## src/rtl/kypd_pkg.sv

```systemverilog
// Shared definitions for the 4x4 keypad scanner.
// - KEY_MAP: hex code of each key, indexed by col*4+row (col 0 = left, row 0 = top).
// - COL_RESET: column drive after reset (column 0 strobed).
// - evt_state_e: key event FSM states.
// - popcount16 / first_set: helpers over the 16-bit key snapshot.
package kypd_pkg;

    localparam logic [3:0] COL_RESET = 4'b1110;

    // Face layout: 1 2 3 A / 4 5 6 B / 7 8 9 C / 0 F E D, stored column-major.
    localparam logic [3:0] KEY_MAP [16] = '{
        4'h1, 4'h4, 4'h7, 4'h0,
        4'h2, 4'h5, 4'h8, 4'hF,
        4'h3, 4'h6, 4'h9, 4'hE,
        4'hA, 4'hB, 4'hC, 4'hD
    };

    typedef enum logic [1:0] {
        StIdle,
        StHeld,
        StMulti
    } evt_state_e;

    function automatic logic [4:0] popcount16(input logic [15:0] v);
        logic [4:0] cnt;
        cnt = '0;
        for (int i = 0; i < 16; i++) begin
            cnt = cnt + 5'(v[i]);
        end
        return cnt;
    endfunction

    // Index of the lowest set bit; 0 when v is empty.
    function automatic logic [3:0] first_set(input logic [15:0] v);
        logic [3:0] idx;
        idx = '0;
        for (int i = 15; i >= 0; i--) begin
            if (v[i]) begin
                idx = 4'(i);
            end
        end
        return idx;
    endfunction

endpackage

```

## src/rtl/kypd_col_scan.sv

```systemverilog
// Column strobe generator for the keypad matrix.
// - clk, rst   : system clock, synchronous active-high reset
// - col        : active-low column drive, exactly one bit low
// - idx        : index of the column currently driven
// - strobe     : last divider cycle of the current column (row sample point)
// - scan_end   : strobe of column 3, i.e. a full scan is complete
module kypd_col_scan
    import kypd_pkg::*;
#(
    parameter int unsigned SCAN_DIV = 100000
) (
    input  logic       clk,
    input  logic       rst,
    output logic [3:0] col,
    output logic [1:0] idx,
    output logic       strobe,
    output logic       scan_end
);

    localparam int unsigned DivW = (SCAN_DIV > 1) ? $clog2(SCAN_DIV) : 1;
    localparam logic [DivW-1:0] DivLast = DivW'(SCAN_DIV - 1);

    logic [DivW-1:0] div_q, div_d;
    logic [1:0]      idx_q, idx_d;
    logic [3:0]      col_q, col_d;

    always_comb begin
        strobe   = (div_q == DivLast);
        scan_end = strobe && (idx_q == 2'd3);
        div_d    = strobe ? '0 : div_q + 1'b1;
        idx_d    = strobe ? idx_q + 2'd1 : idx_q;
        col_d    = ~(4'b0001 << idx_d);
    end

    always_ff @(posedge clk) begin
        if (rst) begin
            div_q <= '0;
            idx_q <= '0;
            col_q <= COL_RESET;
        end else begin
            div_q <= div_d;
            idx_q <= idx_d;
            col_q <= col_d;
        end
    end

    assign col = col_q;
    assign idx = idx_q;

endmodule

```

## src/rtl/kypd_scanner.sv

```systemverilog
// 4x4 keypad scanner: strobes columns, debounces whole scans and reports single-key
// presses as hex codes over a valid/ack handshake.
// - clk, rst   : system clock, synchronous active-high reset
// - row        : keypad rows, active-low, asynchronous
// - col        : keypad column drive, active-low, one bit low
// - key_code   : hex value of the pending key, stable while key_valid=1
// - key_valid  : key event pending until key_ack
// - key_ack    : consumer accepts key_code
// - key_down   : debounced state has at least one key pressed
// - overrun    : sticky, an event was dropped while key_valid=1; cleared by key_ack
module kypd_scanner
    import kypd_pkg::*;
#(
    parameter int unsigned SCAN_DIV       = 100000,
    parameter int unsigned DEBOUNCE_SCANS = 4
) (
    input  logic       clk,
    input  logic       rst,
    input  logic [3:0] row,
    output logic [3:0] col,
    output logic [3:0] key_code,
    output logic       key_valid,
    input  logic       key_ack,
    output logic       key_down,
    output logic       overrun
);

    localparam int unsigned CntW = $clog2(DEBOUNCE_SCANS + 1);
    localparam logic [CntW-1:0] CntMax = CntW'(DEBOUNCE_SCANS);
    localparam logic [CntW-1:0] CntPre = CntW'(DEBOUNCE_SCANS - 1);

    logic [1:0] idx;
    logic       strobe, scan_end;

    kypd_col_scan #(
        .SCAN_DIV(SCAN_DIV)
    ) u_col_scan (
        .clk      (clk),
        .rst      (rst),
        .col      (col),
        .idx      (idx),
        .strobe   (strobe),
        .scan_end (scan_end)
    );

    logic [3:0]      row_meta_q, row_sync_q;
    logic [15:0]     snap_q, snap_d, snap_full;
    logic [15:0]     prev_q, prev_d;
    logic [15:0]     deb_q, deb_d;
    logic [CntW-1:0] cnt_q, cnt_d;
    logic            deb_load, emit;
    logic [4:0]      n_keys;
    evt_state_e      state_q, state_d;
    logic [3:0]      code_q, code_d;
    logic            valid_q, valid_d;
    logic            over_q, over_d;
    logic            down_q, down_d;

    always_comb begin
        // Snapshot including the column being sampled right now, so scan_end sees all 16 keys.
        snap_full                     = snap_q;
        snap_full[{idx, 2'b00} +: 4]  = ~row_sync_q;
        snap_d                        = strobe ? snap_full : snap_q;

        prev_d   = prev_q;
        cnt_d    = cnt_q;
        deb_load = 1'b0;
        if (scan_end) begin
            if (snap_full == prev_q) begin
                if (cnt_q != CntMax) begin
                    cnt_d    = cnt_q + 1'b1;
                    deb_load = (cnt_q == CntPre);
                end
            end else begin
                prev_d = snap_full;
                cnt_d  = '0;
            end
        end
        deb_d  = deb_load ? prev_q : deb_q;
        down_d = |deb_d;

        // Event FSM runs only when the debounced state is (re)loaded.
        n_keys  = popcount16(prev_q);
        state_d = state_q;
        emit    = 1'b0;
        if (deb_load) begin
            unique case (state_q)
                StIdle: begin
                    if (n_keys == 5'd1) begin
                        state_d = StHeld;
                        emit    = 1'b1;
                    end else if (n_keys >= 5'd2) begin
                        state_d = StMulti;
                    end
                end
                StHeld: begin
                    if (n_keys == 5'd0) begin
                        state_d = StIdle;
                    end else if (n_keys >= 5'd2) begin
                        state_d = StMulti;
                    end else if (prev_q != deb_q) begin
                        // A different single key replaced the held one: a new press.
                        emit = 1'b1;
                    end
                end
                StMulti: begin
                    if (n_keys == 5'd0) begin
                        state_d = StIdle;
                    end
                end
                default: state_d = StIdle;
            endcase
        end

        code_d  = code_q;
        valid_d = valid_q;
        over_d  = over_q;
        if (emit) begin
            if (!valid_q || key_ack) begin
                code_d  = KEY_MAP[first_set(prev_q)];
                valid_d = 1'b1;
                over_d  = 1'b0;
            end else begin
                over_d = 1'b1;
            end
        end else if (valid_q && key_ack) begin
            valid_d = 1'b0;
            over_d  = 1'b0;
        end
    end

    always_ff @(posedge clk) begin
        if (rst) begin
            row_meta_q <= 4'hF;
            row_sync_q <= 4'hF;
            snap_q     <= '0;
            prev_q     <= '0;
            cnt_q      <= '0;
            deb_q      <= '0;
            down_q     <= 1'b0;
            state_q    <= StIdle;
            code_q     <= '0;
            valid_q    <= 1'b0;
            over_q     <= 1'b0;
        end else begin
            row_meta_q <= row;
            row_sync_q <= row_meta_q;
            snap_q     <= snap_d;
            prev_q     <= prev_d;
            cnt_q      <= cnt_d;
            deb_q      <= deb_d;
            down_q     <= down_d;
            state_q    <= state_d;
            code_q     <= code_d;
            valid_q    <= valid_d;
            over_q     <= over_d;
        end
    end

    assign key_code  = code_q;
    assign key_valid = valid_q;
    assign key_down  = down_q;
    assign overrun   = over_q;

endmodule

```

## config.mk

```make
export PLATFORM = sky130hd
export DESIGN_NAME = kypd_scanner
export DESIGN_NICKNAME = d
export VERILOG_FILES = /design/src/rtl/kypd_pkg.sv /design/src/rtl/kypd_col_scan.sv /design/src/rtl/kypd_scanner.sv
export SDC_FILE = /design/constraint.sdc
export NUM_CORES = 1
export LEC_CHECK = 0
export CAP_MARGIN = 20
export CORE_ASPECT_RATIO = 0.8
export CORE_MARGIN = 10
export CORE_UTILIZATION = 44
export CTS_BUF_LIST = sky130_fd_sc_hd__clkbuf_16
export DETAILED_ROUTE_END_ITERATION = 8
export PLACE_DENSITY = 0.61
export SLEW_MARGIN = 10
export SYNTH_ARGS = -nofsm -noshare
export SYNTH_HDL_FRONTEND = slang
export SYNTH_SLANG_ARGS = --single-unit
```

## constraint.sdc

```tcl
create_clock -name clk -period 6.9 [get_ports clk]
set_clock_uncertainty 0.05 [all_clocks]
set_input_delay 1.38 -clock clk [delete_from_list [all_inputs] [get_ports clk]]
set_output_delay 1.38 -clock clk [all_outputs]
set_load 0.02 [all_outputs]
```

==> metrics.md <==
| Metric | Value |
|---|---|
| Setup violators final | 0 |
| CP Launch Type | register |
| IO Pins | 18 |
| Global placement routability congestion | 0.974 |
| VDD IR max | 0.121 mV |
| Layout cells sized above 1 | 7.23% |
| Most frequent cells in the layout | dfxtp_1 (91), nor2_1 (73), inv_1 (39) |
| FF+latch count, synth | 91 |
| Worst setup EP type | register |
| Non-Filler Instances | 729 |
| TritonRoute pass-1 iters | 5 |
| Maxcap violations | 0 |
| Tmin final | 5120 ps |
| Utilization after layout | 49.1% |
| Die H | 117 um |
| CTS tree | built |
| Layout Nets | 609 |
| Crit Path Class | reg -> reg |
| Core Rows | 35 |
| Syn avg cell area | 8.74 um2 |
| Sink Count | 91 |
| Ant. Diodes | 0 |
| P_leak | 2.05 nW |
| Worst-path maximum fanout | 9 |
| Xor and xnor area share after synthesis | 7.17% |
| Yosys warns | 0 |
| Final HPWL DP | 9950 um |
| Syn nets | 620 |
| WHS Path Cells | 1 |
| Outcome | completed |
| Final Worst Setup Slack | 1780 ps |
| Fmax | 195 MHz |
| Critical Path RT | 7090 ps |
| Complex-gate fraction of the synthesized area | 16.9% |
| Area of the multi-input gates | 0.00299 mm2 |
| Post-synthesis sequential area ratio | 35.5% |
| Final hold vios | 0 |
| TritonCTS buffer count | 9 |
| Final period utilization | 74.3% |
| Ys flop type | dfxtp_1 |
| PwrDens | 188 mW/mm2 |
| Worst Path Buf+Inv | 2 |
| Adder-cell share of the synthesized area | 7.80% |
| Setup WS pre-CTS | 1820 ps |
| Clock root buffer master | clkbuf_16 |
| Crit-path max cell delay | 570 ps |
| Area Overhead vs Synth | 9.78% |
| Dominant cells by area after synthesis | dfxtp_1 (35%), nor2_1 (5.3%), mux2i_1 (4.5%) |
| Initial antenna violation count | 0 |
| Largest family of logic cells by synthesized area | simple AND/OR/NAND/NOR gates |
| FFs w/ async S/R, synth | 0% |
| Most common cell after layout, fill and taps aside | dfxtp_1 |
| IO buf count | 17 |
| DP Cell Count | 713 |
| Fin. max-slew vios | 0 |
| Final instance area | 0.00563 mm2 |
| Die area | 0.0164 mm2 |
| WHS | 359 ps |
| Via density | 5.85 |
| # fillers | 1121 |
| Largest net degree at the start of global routing | 65 |
| Worst-path clk slew | 70 ps |
| Post-CTS resize count | 0 |
| DRT iter0 DRCs | 307 |
| Worst Max-Slew Pin Slew | 1020 ps |
| Setup bufs post-CTS | 0 |
| Die width | 141 um |
| Drt wl/cell | 18.6 um |
| Post-synth EDFFs | 0 |
| Post-synthesis cell type count | 65 |
| Global-route wire length before repair | 21800 um |
| Clk buf depth | 2 |
| Vias in the first global route | 4087 |
| RSZ-0062 raised after global routing | false |
| Post-Route WL | 13600 um |
| Register area | 0.00182 mm2 |
| Area leader, netlist | dfxtp_1 |
| Data arrival, critical path | 5310 ps |
| H-tree Lvls | 3 |
| Final Total Pwr | 1.06 mW |
| Core box area | 0.0115 mm2 |
| R2r setup slk | 1780 ps |
| Rel. slew slack | 31.6% |
| TNS Setup | 0 ps |
| Simple-Gate Fraction of Synth Area | 21.3% |
| DR vias | 4266 |
| Critical path, cell by cell | inv_1 > fa_1 > fa_1 > fa_1 > fa_1 > inv_1 > ha_1 > fa_1 > nor3_1 > o21ai_0 > nor3b_1 > o311ai_1 > nor3_1 > mux2_2 |
| Cell count after synthesis | 587 |
| Post-Syn Area | 0.00513 mm2 |
| Hold crit path type | reg -> reg |
| Mux contribution to synthesized area | 4.92% |
| GRT overflow | 0 |
| Yosys top cell area share | 35.5% |
| Worst-Skew Late Latency | 350 ps |
| DRC | 0 |
| CP top delay family | adder cells |
| Placed inst area | 0.00534 mm2 |
| R2r worst-path depth | 14 |
| Initial Utilization | 44.7% |
| Crit path depth | 14 |
| Slowest stage cell, crit path | dfxtp_1 |
| Post-CTS Hold Fix Bufs | 0 |
| Post-route ant nets | 0 |
| Most used cell, CP | fa_1 |
| Total GRT Usage | 16.4% |
-- per-layer routing --
metal	GRT usage, %	share of wire, %	wire length, um
met1	22.8	50	6740
met2	25.4	44	5970
met3	3.41	5.5	750
met4	3.91	0.75	102
met5	0	0	0
-- power by group --
group	total, mW	internal (mW)	switching, mW
registers	0.532	0.529	0.00349
clock network	0.492	0.280	0.212
logic	0.0333	0.0105	0.0228
-- synth_stat cells, types with 3 or more instances --
| library cell | instances |
|---|---|
| buf_2 | 4 |
| dfxtp_1 | 91 |
| fa_1 | 10 |
| nor3_1 | 14 |
| or2_2 | 11 |
| o32ai_1 | 3 |
| inv_1 | 39 |
| nand4_1 | 6 |
| and3_1 | 4 |
| xor2_1 | 24 |
| a31oi_1 | 4 |
| or4_1 | 4 |
| a311oi_1 | 18 |
| o21ai_0 | 9 |
| or3_1 | 4 |
| a211oi_1 | 22 |
| a21oi_1 | 31 |
| nor2_1 | 73 |
| a41oi_1 | 3 |
| o311ai_0 | 3 |
| o31ai_1 | 3 |
| xnor2_1 | 18 |
| a2111oi_0 | 3 |
| nand2b_1 | 5 |
| nand3_1 | 10 |
| nor2b_1 | 15 |
| clkbuf_1 | 37 |
| nand2_1 | 19 |
| mux2i_1 | 23 |
| ha_1 | 16 |
| nor4_1 | 12 |
| a2bb2oi_1 | 4 |
-- registers in the layout (all words and copies together) (netlist names), 2 cells and up --
| name | cells |
|---|---|
| cnt_q | 3 |
| state_q | 2 |
| key_code | 4 |
| prev_q | 16 |
| u_col_scan.col | 4 |
| u_col_scan.div_q | 17 |
| snap_q | 16 |
| deb_q | 16 |
| row_sync_q | 4 |
| row_meta_q | 4 |
| u_col_scan.idx | 2 |
-- logic make-up after synthesis --
group / after synthesis
AOI/OAI and AO/OA: 120
xor gates and xnor gates: 42
adders and majority gates: 26
buffers and inverters: 83
DFF: 91
muxes: 25
and+or+nand+nor: 200
-- final timing paths --
| check | from | endpoint |
|---|---|---|
| worst max register to register | prev_q[7]$_SDFFE_PP0P_ | key_code[1]$_SDFFE_PP0P_ |
| worst min register to register | row_meta_q[1]$_SDFF_PP1_ | row_sync_q[1]$_SDFF_PP1_ |
| worst min-delay path | row_meta_q[1]$_SDFF_PP1_ | row_sync_q[1]$_SDFF_PP1_ |
| worst max-delay path | prev_q[7]$_SDFFE_PP0P_ | key_code[1]$_SDFFE_PP0P_ |
-- cell type report --
cell class / count / area share (%)
Inverter: 39 / 2.60
Sequential cell: 91 / 32.3
Clock inverter: 7 / 1.20
Tap cell: 148 / 3.29
Timing Repair Buffer: 22 / 3.60
Multi-Input combinational cell: 413 / 53.0
Clock buffer: 9 / 4.00
(Power assumes the default switching activity.)
